### src/rtl/alu_ctrl_md.sv
// alu_ctrl_md: execute-stage ALU control decode with an iterative unsigned multiply/divide unit
// Ports:
//   i_clk, i_rst          clock, synchronous active-high reset
//   i_valid, i_op, i_func instruction issue (decoded only while the MD unit is idle)
//   i_a, i_b              MD operands (dividend/multiplicand, divisor/multiplier)
//   o_aluctl, o_illegal   registered ALU control code, one-cycle unknown-funct flag
//   o_stall               high while a multi-cycle MD op is in flight
//   o_md_valid            one-cycle completion pulse
//   o_md_result, o_md_dz  MD result and divide-by-zero flag, held until the next completion
// Encodings (OP_RTYPE, FUNC_*, ALU_*) are the localparams below.
module alu_ctrl_md #(
    parameter int WIDTH  = 32,
    parameter int OP_W   = 4,
    parameter int FUNC_W = 10
) (
    input  logic              i_clk,
    input  logic              i_rst,
    input  logic              i_valid,
    input  logic [OP_W-1:0]   i_op,
    input  logic [FUNC_W-1:0] i_func,
    input  logic [WIDTH-1:0]  i_a,
    input  logic [WIDTH-1:0]  i_b,
    output logic [3:0]        o_aluctl,
    output logic              o_illegal,
    output logic              o_stall,
    output logic              o_md_valid,
    output logic [WIDTH-1:0]  o_md_result,
    output logic              o_md_dz
);
    localparam logic [OP_W-1:0] OP_RTYPE = '0;
    localparam logic [FUNC_W-1:0] FUNC_SLL  = FUNC_W'(10'h000);
    localparam logic [FUNC_W-1:0] FUNC_SLA  = FUNC_W'(10'h001);
    localparam logic [FUNC_W-1:0] FUNC_SRL  = FUNC_W'(10'h002);
    localparam logic [FUNC_W-1:0] FUNC_SRA  = FUNC_W'(10'h003);
    localparam logic [FUNC_W-1:0] FUNC_JIE  = FUNC_W'(10'h008);
    localparam logic [FUNC_W-1:0] FUNC_JIER = FUNC_W'(10'h009);
    localparam logic [FUNC_W-1:0] FUNC_JIL  = FUNC_W'(10'h00A);
    localparam logic [FUNC_W-1:0] FUNC_JILR = FUNC_W'(10'h00B);
    localparam logic [FUNC_W-1:0] FUNC_MUL  = FUNC_W'(10'h018);
    localparam logic [FUNC_W-1:0] FUNC_DIV  = FUNC_W'(10'h01A);
    localparam logic [FUNC_W-1:0] FUNC_MOD  = FUNC_W'(10'h01B);
    localparam logic [FUNC_W-1:0] FUNC_ADD  = FUNC_W'(10'h020);
    localparam logic [FUNC_W-1:0] FUNC_SUB  = FUNC_W'(10'h022);
    localparam logic [FUNC_W-1:0] FUNC_AND  = FUNC_W'(10'h024);
    localparam logic [FUNC_W-1:0] FUNC_OR   = FUNC_W'(10'h025);
    localparam logic [FUNC_W-1:0] FUNC_XOR  = FUNC_W'(10'h026);
    localparam logic [FUNC_W-1:0] FUNC_NOR  = FUNC_W'(10'h027);

    localparam logic [3:0] ALU_ADD = 4'd0;
    localparam logic [3:0] ALU_SUB = 4'd1;
    localparam logic [3:0] ALU_AND = 4'd2;
    localparam logic [3:0] ALU_OR  = 4'd3;
    localparam logic [3:0] ALU_XOR = 4'd4;
    localparam logic [3:0] ALU_NOR = 4'd5;
    localparam logic [3:0] ALU_SLL = 4'd6;
    localparam logic [3:0] ALU_SLA = 4'd7;
    localparam logic [3:0] ALU_SRL = 4'd8;
    localparam logic [3:0] ALU_SRA = 4'd9;
    localparam logic [3:0] ALU_SIE = 4'd10;
    localparam logic [3:0] ALU_SIL = 4'd11;
    localparam logic [3:0] ALU_MUL = 4'd12;
    localparam logic [3:0] ALU_DIV = 4'd13;
    localparam logic [3:0] ALU_MOD = 4'd14;

    localparam int CW = $clog2(WIDTH + 1);

    typedef enum logic [1:0] {S_IDLE, S_MUL, S_DIV, S_DONE} state_t;

    state_t           state_q, state_d;
    logic [CW-1:0]    cnt_q, cnt_d;
    logic [WIDTH-1:0] x_q, x_d;
    logic [WIDTH-1:0] y_q, y_d;
    logic [WIDTH-1:0] acc_q, acc_d;
    logic             sel_q, sel_d;
    logic [3:0]       aluctl_q, aluctl_d;
    logic             illegal_q, illegal_d;
    logic             stall_q, stall_d;
    logic             md_valid_q, md_valid_d;
    logic [WIDTH-1:0] result_q, result_d;
    logic             dz_q, dz_d;

    logic [3:0]       dec_code;
    logic             dec_legal;
    logic [WIDTH-1:0] mul_acc;
    logic [WIDTH:0]   trial;
    logic [WIDTH:0]   diff;
    logic             ge;
    logic [WIDTH-1:0] rem_n;
    logic [WIDTH-1:0] quot_n;
    logic             last;
    logic             is_dm;

    always_comb begin
        dec_code  = ALU_ADD;
        dec_legal = 1'b1;
        if (i_op == OP_RTYPE) begin
            case (i_func)
                FUNC_JIE, FUNC_JIER: dec_code = ALU_SIE;
                FUNC_JIL, FUNC_JILR: dec_code = ALU_SIL;
                FUNC_OR:             dec_code = ALU_OR;
                FUNC_AND:            dec_code = ALU_AND;
                FUNC_XOR:            dec_code = ALU_XOR;
                FUNC_NOR:            dec_code = ALU_NOR;
                FUNC_SUB:            dec_code = ALU_SUB;
                FUNC_ADD:            dec_code = ALU_ADD;
                FUNC_MUL:            dec_code = ALU_MUL;
                FUNC_DIV:            dec_code = ALU_DIV;
                FUNC_MOD:            dec_code = ALU_MOD;
                FUNC_SLL:            dec_code = ALU_SLL;
                FUNC_SLA:            dec_code = ALU_SLA;
                FUNC_SRL:            dec_code = ALU_SRL;
                FUNC_SRA:            dec_code = ALU_SRA;
                default:             dec_legal = 1'b0;
            endcase
        end
    end

    // Shift-add step: x is the multiplicand shifting left, y the multiplier shifting right.
    // Restoring-divide step: x shifts the dividend out MSB-first and the quotient in LSB-first,
    // acc holds the partial remainder, y the divisor.
    always_comb begin
        mul_acc = acc_q + (y_q[0] ? x_q : '0);
        trial   = {acc_q, x_q[WIDTH-1]};
        diff    = trial - {1'b0, y_q};
        ge      = trial >= {1'b0, y_q};
        rem_n   = ge ? diff[WIDTH-1:0] : trial[WIDTH-1:0];
        quot_n  = {x_q[WIDTH-2:0], ge};
        last    = cnt_q == CW'(1);
        is_dm   = dec_code == ALU_DIV || dec_code == ALU_MOD;
    end

    always_comb begin
        state_d    = state_q;
        cnt_d      = cnt_q;
        x_d        = x_q;
        y_d        = y_q;
        acc_d      = acc_q;
        sel_d      = sel_q;
        aluctl_d   = aluctl_q;
        illegal_d  = 1'b0;
        stall_d    = 1'b0;
        md_valid_d = 1'b0;
        result_d   = result_q;
        dz_d       = dz_q;
        case (state_q)
            S_IDLE: begin
                if (i_valid) begin
                    aluctl_d  = dec_code;
                    illegal_d = !dec_legal;
                    if (dec_code == ALU_MUL || (is_dm && i_b != '0)) begin
                        state_d = dec_code == ALU_MUL ? S_MUL : S_DIV;
                        sel_d   = dec_code == ALU_MOD;
                        x_d     = i_a;
                        y_d     = i_b;
                        acc_d   = '0;
                        cnt_d   = CW'(WIDTH);
                        stall_d = 1'b1;
                    end else if (is_dm) begin
                        // Divide by zero resolves in one cycle without stalling.
                        state_d    = S_DONE;
                        sel_d      = dec_code == ALU_MOD;
                        md_valid_d = 1'b1;
                        dz_d       = 1'b1;
                        result_d   = dec_code == ALU_MOD ? i_a : '1;
                    end
                end
            end
            S_MUL: begin
                x_d     = x_q << 1;
                y_d     = y_q >> 1;
                acc_d   = mul_acc;
                cnt_d   = cnt_q - CW'(1);
                state_d = last ? S_DONE : S_MUL;
                stall_d = !last;
                if (last) begin
                    md_valid_d = 1'b1;
                    dz_d       = 1'b0;
                    result_d   = mul_acc;
                end
            end
            S_DIV: begin
                x_d     = quot_n;
                acc_d   = rem_n;
                cnt_d   = cnt_q - CW'(1);
                state_d = last ? S_DONE : S_DIV;
                stall_d = !last;
                if (last) begin
                    md_valid_d = 1'b1;
                    dz_d       = 1'b0;
                    result_d   = sel_q ? rem_n : quot_n;
                end
            end
            default: state_d = S_IDLE;
        endcase
    end

    always_ff @(posedge i_clk) begin
        if (i_rst) begin
            state_q    <= S_IDLE;
            cnt_q      <= '0;
            x_q        <= '0;
            y_q        <= '0;
            acc_q      <= '0;
            sel_q      <= 1'b0;
            aluctl_q   <= ALU_ADD;
            illegal_q  <= 1'b0;
            stall_q    <= 1'b0;
            md_valid_q <= 1'b0;
            result_q   <= '0;
            dz_q       <= 1'b0;
        end else begin
            state_q    <= state_d;
            cnt_q      <= cnt_d;
            x_q        <= x_d;
            y_q        <= y_d;
            acc_q      <= acc_d;
            sel_q      <= sel_d;
            aluctl_q   <= aluctl_d;
            illegal_q  <= illegal_d;
            stall_q    <= stall_d;
            md_valid_q <= md_valid_d;
            result_q   <= result_d;
            dz_q       <= dz_d;
        end
    end

    assign o_aluctl    = aluctl_q;
    assign o_illegal   = illegal_q;
    assign o_stall     = stall_q;
    assign o_md_valid  = md_valid_q;
    assign o_md_result = result_q;
    assign o_md_dz     = dz_q;
endmodule
### config.mk
export PLATFORM = sky130hd
export DESIGN_NAME = alu_ctrl_md
export DESIGN_NICKNAME = d
export VERILOG_FILES = /design/src/rtl/alu_ctrl_md.sv
export SDC_FILE = /design/constraint.sdc
export NUM_CORES = 1
export LEC_CHECK = 0
export ABC_AREA = 0
export BUFFER_PORTS_ARGS = -buffer_cell sky130_fd_sc_hd__buf_2
export CAP_MARGIN = 10
export CORE_UTILIZATION = 30
export CTS_BUF_LIST = sky130_fd_sc_hd__clkbuf_8
export DETAILED_ROUTE_END_ITERATION = 12
export GPL_TIMING_DRIVEN = 1
export PLACE_DENSITY = 0.55
export SETUP_SLACK_MARGIN = 0.5
export SLEW_MARGIN = 0
export SYNTH_ARGS = -nofsm -noshare
export SYNTH_HDL_FRONTEND = slang
export SYNTH_SLANG_ARGS = --single-unit
export TNS_END_PERCENT = 1
### constraint.sdc
create_clock -name i_clk -period 3.6 [get_ports i_clk]
set_clock_uncertainty 0.2 [all_clocks]
set_input_delay 0.18 -clock i_clk [delete_from_list [all_inputs] [get_ports i_clk]]
set_output_delay 0.18 -clock i_clk [all_outputs]
set_load 0.02 [all_outputs]
==> summary.txt, run 1 <==
Outcome -> completed
WL per Instance -> 20.48 um
Leftover overflow at the end of global routing -> 0
Most used cells in the layout excluding fill and tap cells -> nor2_1 (180), dfxtp_1 (130), buf_4 (120), buf_2 (119), nand2_1 (108)
Count of non-filler cells in the finished layout -> 2270
Placed Cells incl. Taps -> 2147
Final worst hold slack -> 44.70 ps
Class of the most critical hold timing path -> input port to flip-flop
Terminating pin of the worst hold path -> x_q[19]
Reg2reg path depth -> 13
Final net count -> 1899
Launching element type of the critical path -> flip-flop
Effective utilization at floorplan -> 0.3043
Fillcell total -> 3873
Placeable core region -> 0.03758 mm^2
Final number of hold-violating endpoints -> 0
Syn Area/Cell -> 7.562 um^2
Type of the worst setup path -> flip-flop to flip-flop
Fraction of layout cells with a size suffix above 1 -> 0.2467
Commonest non-fill, non-tap cell in the layout -> nor2_1
Share of the yosys chip area belonging to registers -> 0.2539
Sum of negative setup slack -> 0 ps
Horizontal die dimension -> 197.2 um
Post-synth ARST share -> 0
Routed Antenna Nets -> 0
Number of DRC markers in iteration 0 -> 994
Number of rows created at floorplan -> 71
Number of global-route vias before repair -> 12180
Buffer depth of the longest clock path -> 2
Root buffer selected by CTS -> clkbuf_8
Minimum period implied by the final worst setup slack -> 3399 ps
Clock slew at reported path FFs -> 90 ps
TritonCTS clock tree -> built
Area taken by flip-flops and latches -> 0.002924 mm^2
Combined area of the multi-input logic cells -> 0.008641 mm^2
Most used flip-flop cell after synthesis -> dfxtp_1
Total number of vias -> 12650
Yosys warning total -> 0
Final core utilization -> 0.4073
Clock tree sinks -> 145
Capture instance of the worst register-to-register path -> acc_q[12]
Required time at the endpoint of the critical path -> 3750 ps
Startpoint of the lowest-slack register-to-register path -> y_q[18]
Combined global-route utilization of all metal layers -> 0.2374
Top Ports -> 121
Fmax achieved -> 294.2 MHz
Number of antenna violations at the first check in global routing -> 0
Residual DRC count -> 0
Full die area -> 0.03890 mm^2
Layout overhead on the synthesized area -> 33.87%
Max layer used -> met4
# H-tree levels -> 4
HPWL Detailed -> 34360 um
# port buffers -> 120
Synth Net Count -> 1665
Summed instance area of the synthesized netlist -> 0.01143 mm^2
TritonCTS buffer count -> 17
Slew at the pin closest to its max-slew limit -> 876.3 ps
Number of diodes -> 0
Met3 wire len -> 2091 um
Vert. Die Dim -> 197.2 um
Number of enable flip-flop cells after synthesis -> 0
Data arrival time at the worst-slack endpoint -> 3550 ps
Endpoint class of the critical path -> flip-flop
WL final -> 46490 um
Synthesized flop and latch total -> 145
Largest net degree at the start of global routing -> 71
First-pass GRT wire length -> 70490 um
Routed wl met2 -> 22540 um
Number of vias per cell -> 5.571
Final clock period utilization by the worst path -> 0.9440
Routed length on met1 -> 20180 um
Instance count along the most critical hold path -> 4
Synthesized netlist cell count -> 1512
Headroom to the max-slew limit -> 0.4158
Unique masters post-synth -> 83
Final RePlAce weighted congestion -> 0.9161
Count of final setup violators -> 0
Start point of the worst min-delay path -> i_a[19]
Clock network latency to the later pin of the worst-skew pair -> 490 ps
Worst R2R Setup Slack -> 200 ps
RSZ-0062 raised after global routing -> yes
Largest fanout on the critical path -> 8
Number of detailed-route iterations in the first pass -> 5
Max-cap check violation count -> 0
Max Slew Vio Count -> 0
[cell usage after synthesis (5+ instances only)]
cell type,instances,area [um^2]
nor2_1,184,690.7
dfxtp_1,145,2903
nand2_1,109,409.1
a21oi_1,100,500.5
clkbuf_1,87,326.6
o21ai_0,80,400.4
a211oi_1,78,585.6
ha_1,70,875.8
nor3_1,61,305.3
inv_1,54,202.7
mux2i_1,44,440.4
and2_1,38,237.7
xnor2_1,34,297.8
nor2b_1,27,168.9
nand3_1,26,130.1
o211ai_1,26,195.2
nand4_1,22,137.6
nor4_1,21,131.4
nand2b_1,20,125.1
a21o_1,19,142.6
a311oi_1,17,148.9
xor2_1,17,148.9
a31oi_1,15,93.84
and3_1,14,87.58
mux2_2,13,146.4
a211o_1,11,96.34
or3_1,11,68.82
o211a_1,10,100.1
o21a_1,10,75.07
or2_2,10,62.56
a41oi_1,9,78.83
buf_2,9,45.04
a221oi_1,8,70.07
a22oi_1,7,52.55
o21bai_1,6,45.04
a2111oi_0,5,43.79
a21boi_0,5,37.54
o2111ai_1,5,43.79
o31ai_1,5,37.54
[final cells by class]
type / instances / share of cell area
clock buffers: 23 / 0.02068
clock inverters: 9 / 0.01144
inverters: 55 / 0.01349
multi-input cells: 1210 / 0.5645
flip-flops and latches: 145 / 0.1910
well taps: 511 / 0.04177
repair buffers: 317 / 0.1570
[registers in the layout, indices dropped and copies added, names as in the netlist]
signal / flops
sel_q: 1
o_md_dz: 1
o_md_valid: 1
o_md_result: 32
o_illegal: 1
y_q: 32
state_q: 2
x_q: 32
acc_q: 32
o_aluctl: 4
cnt_q: 6
o_stall: 1
[logic make-up (layout without fill, tap and decap cells)]
logic type                 count (synthesis)  in the layout  share of synthesized area
and+or+nand+nor                          561            561                     0.2377
AOI/OAI and AO/OA                        469            469                     0.2844
buffers and inverters                    157            404                    0.05351
DFF                                      145            145                     0.2539
adders and majority gates                 72             72                    0.08011
muxes                                     57             57                    0.05132
xor gates and xnor gates                  51             51                    0.03907
[metal layers]
layer,track usage,vias to the layer above
met2,0.4052,387
met1,0.2981,6106
met3,0.03176,78
met4,0.1008,0
li1,-,6075
met5,0,-
[per-stage QoR]
stage / worst slack [ps] / cell area [um^2]
finish: 201.4 / 15310
global route: 151.6 / 15310
CTS: 275.1 / 14970
global placement: -188.8 / 13360
detailed placement: -150.7 / 13360
floorplan: 430.7 / 11650
[what timing repair did]
action                     CTS  global route
resized for setup           69            50
hold endpoints to repair    89             0
hold buffers                62             0
gates cloned                 0             2
setup buffers               20             7
pin swaps                   34            25
setup endpoints to repair   65            65
[how the worst max path moves through the flow]
| stage | start | end | slack [ps] | cells after the start |
|---|---|---|---|---|
| floorplan | y_q[0] | acc_q[29] | 430 | 13 |
| global placement | i_func[7] | o_md_result[31] | -190 | 11 |
| detailed placement | i_func[7] | o_md_result[31] | -150 | 11 |
| CTS | y_q[0] | o_md_result[28] | 280 | 14 |
| global route | y_q[0] | acc_q[29] | 150 | 12 |
| finish | y_q[18] | acc_q[12] | 200 | 13 |
[worst max-delay path, stage by stage, from the launching register on]
cell,delay [ps]
dfxtp_2,350
inv_1,70
ha_4,280
nand4_1,230
buf_4,220
nor4_2,270
a21oi_1,70
o21a_1,150
a211o_1,340
nand2_4,160
clkbuf_16,190
mux2_2,340
a21oi_1,240
a211oi_1,120
Power of run 1 is not shown: default switching activity piles up to over one toggle a cycle in this logic, so the estimate is an artifact.
==> run 2: changes to the inputs <==
--- a/config.mk
+++ b/config.mk
@@ -8,11 +8,11 @@
 export ABC_AREA = 0
 export BUFFER_PORTS_ARGS = -buffer_cell sky130_fd_sc_hd__buf_2
 export CAP_MARGIN = 10
-export CORE_UTILIZATION = 30
+export CORE_UTILIZATION = 36
 export CTS_BUF_LIST = sky130_fd_sc_hd__clkbuf_8
 export DETAILED_ROUTE_END_ITERATION = 12
 export GPL_TIMING_DRIVEN = 1
-export PLACE_DENSITY = 0.55
+export PLACE_DENSITY = 0.62
 export SETUP_SLACK_MARGIN = 0.5
 export SLEW_MARGIN = 0
 export SYNTH_ARGS = -nofsm -noshare
==> summary.txt, run 2 (synthesized netlist as in run 1, its figures left out) <==
Number of global-route vias before repair -> 12320 (was 12180)
Largest fanout on the critical path -> 8 (unchanged)
Startpoint of the lowest-slack register-to-register path -> y_q[0] (was y_q[18])
Most used cells in the layout excluding fill and tap cells -> nor2_1 (176), buf_4 (149), dfxtp_1 (121), buf_2 (119), nand2_1 (108) (was nor2_1 (180), dfxtp_1 (130), buf_4 (120), buf_2 (119), nand2_1 (108))
Clock tree sinks -> 145 (unchanged)
Commonest non-fill, non-tap cell in the layout -> nor2_1 (unchanged)
Max Slew Vio Count -> 0 (unchanged)
Number of DRC markers in iteration 0 -> 1066 (was 994)
Final net count -> 1934 (was 1899)
Fraction of layout cells with a size suffix above 1 -> 0.2796 (was 0.2467)
First-pass GRT wire length -> 68920 um (was 70490 um)
Number of detailed-route iterations in the first pass -> 6 (was 5)
# H-tree levels -> 4 (unchanged)
Largest net degree at the start of global routing -> 66 (was 71)
Fmax achieved -> 291.2 MHz (was 294.2 MHz)
Number of antenna violations at the first check in global routing -> 0 (unchanged)
TritonCTS buffer count -> 17 (unchanged)
Root buffer selected by CTS -> clkbuf_8 (unchanged)
RSZ-0062 raised after global routing -> yes (unchanged)
WL final -> 44780 um (was 46490 um)
Headroom to the max-slew limit -> 0.3971 (was 0.4158)
CP startpoint -> y_q[0] (was y_q[18])
Residual DRC count -> 0 (unchanged)
Combined global-route utilization of all metal layers -> 0.2684 (was 0.2374)
Vert. Die Dim -> 180.2 um (was 197.2 um)
Launching element type of the critical path -> flip-flop (unchanged)
Endpoint class of the critical path -> flip-flop (unchanged)
Final number of hold-violating endpoints -> 0 (unchanged)
Minimum period implied by the final worst setup slack -> 3434 ps (was 3399 ps)
Final worst hold slack -> 81.19 ps (was 44.70 ps)
Data arrival time at the worst-slack endpoint -> 3610 ps (was 3550 ps)
Worst R2R Setup Slack -> 170 ps (was 200 ps)
Leftover overflow at the end of global routing -> 0 (unchanged)
Clock slew at reported path FFs -> 90 ps (about the same)
Type of the worst setup path -> flip-flop to flip-flop (unchanged)
Number of vias per cell -> 5.946 (was 5.571)
Routed Antenna Nets -> 0 (unchanged)
Slew at the pin closest to its max-slew limit -> 901.0 ps (was 876.3 ps)
TritonCTS clock tree -> built (unchanged)
Placeable core region -> 0.03091 mm^2 (was 0.03758 mm^2)
WL per Instance -> 20.47 um (was 20.48 um)
Required time at the endpoint of the critical path -> 3780 ps (was 3750 ps)
Number of diodes -> 0 (unchanged)
Buffer depth of the longest clock path -> 2 (unchanged)
Outcome -> completed (unchanged)
Start point of the worst min-delay path -> i_a[9] (was i_a[19])
Count of final setup violators -> 0 (unchanged)
Top Ports -> 121 (unchanged)
Layout overhead on the synthesized area -> 37.18% (was 33.87%)
Number of rows created at floorplan -> 64 (was 71)
Max-cap check violation count -> 0 (unchanged)
Horizontal die dimension -> 180.2 um (was 197.2 um)
Total number of vias -> 13010 (was 12650)
Full die area -> 0.03248 mm^2 (was 0.03890 mm^2)
Effective utilization at floorplan -> 0.3699 (was 0.3043)
Class of the most critical hold timing path -> input port to flip-flop (unchanged)
# port buffers -> 120 (unchanged)
Final clock period utilization by the worst path -> 0.9538 (was 0.9440)
Final RePlAce weighted congestion -> 0.9781 (was 0.9161)
HPWL Detailed -> 32070 um (was 34360 um)
Clock network latency to the later pin of the worst-skew pair -> 510 ps (was 490 ps)
==> run 2: worst max-delay path: stages (launching register included) <==
cell,delay [ps]
dfxtp_4,460
ha_4,150
inv_1,50
fa_2,340
a21o_1,210
a22o_1,200
o31ai_1,270
buf_4,190
o31a_1,180
buf_4,150
o21bai_1,60
a21oi_1,230
xnor2_2,170
a311oi_2,320
o21ai_1,130
==> run 2: timing repair <==
item,in CTS,in global routing
pin swaps,28,53
gates cloned,2,2
gates resized for setup,73,97
hold buffers,66,0
buffers inserted,18,31
endpoints found under the hold margin,91,0
endpoints found under the setup margin,65,65
==> run 2: final cells by class <==
type	instances	area, um^2
clock buffers	19	261.5
clock inverters	11	235.2
fillers	2984	15220
inverters	55	206.4
multi-input cells	1210	8846
flip-flops and latches	145	2940
well taps	396	495.5
repair buffers	352	2700
==> run 2: layer usage <==
metal / GRT usage / wire length, um / up-vias
li1: - / - / 6131
met1: 0.3426 / 19270 / 6259
met2: 0.4509 / 21020 / 509
met3: 0.03395 / 2517 / 111
met4: 0.1203 / 1968 / 0
met5: 0 / 0 / -
==> run 2: through the flow <==
step | util | TNS, ps | worst slack, ps | instances | cell area (um^2)
after floorplan | - | 0 | 430.7 | 1512 | 11650
after global placement | 0.4294 | -48.35 | -48.35 | 2039 | 13270
after detailed placement | 0.4294 | -44.76 | -44.76 | 2039 | 13270
after CTS | 0.4839 | 0 | 280.8 | 2155 | 14960
after global routing | 0.5074 | 0 | 163.9 | 2188 | 15690
final | 0.5074 | 0 | 166.4 | 2188 | 15690
==> run 2: final timing paths <==
check           endpoint  cells after the start
max            acc_q[24]                     14
min               x_q[9]                      4
min reg2reg  o_aluctl[3]                      2
max reg2reg    acc_q[24]                     14
Power of run 2 is left out for the same reason.
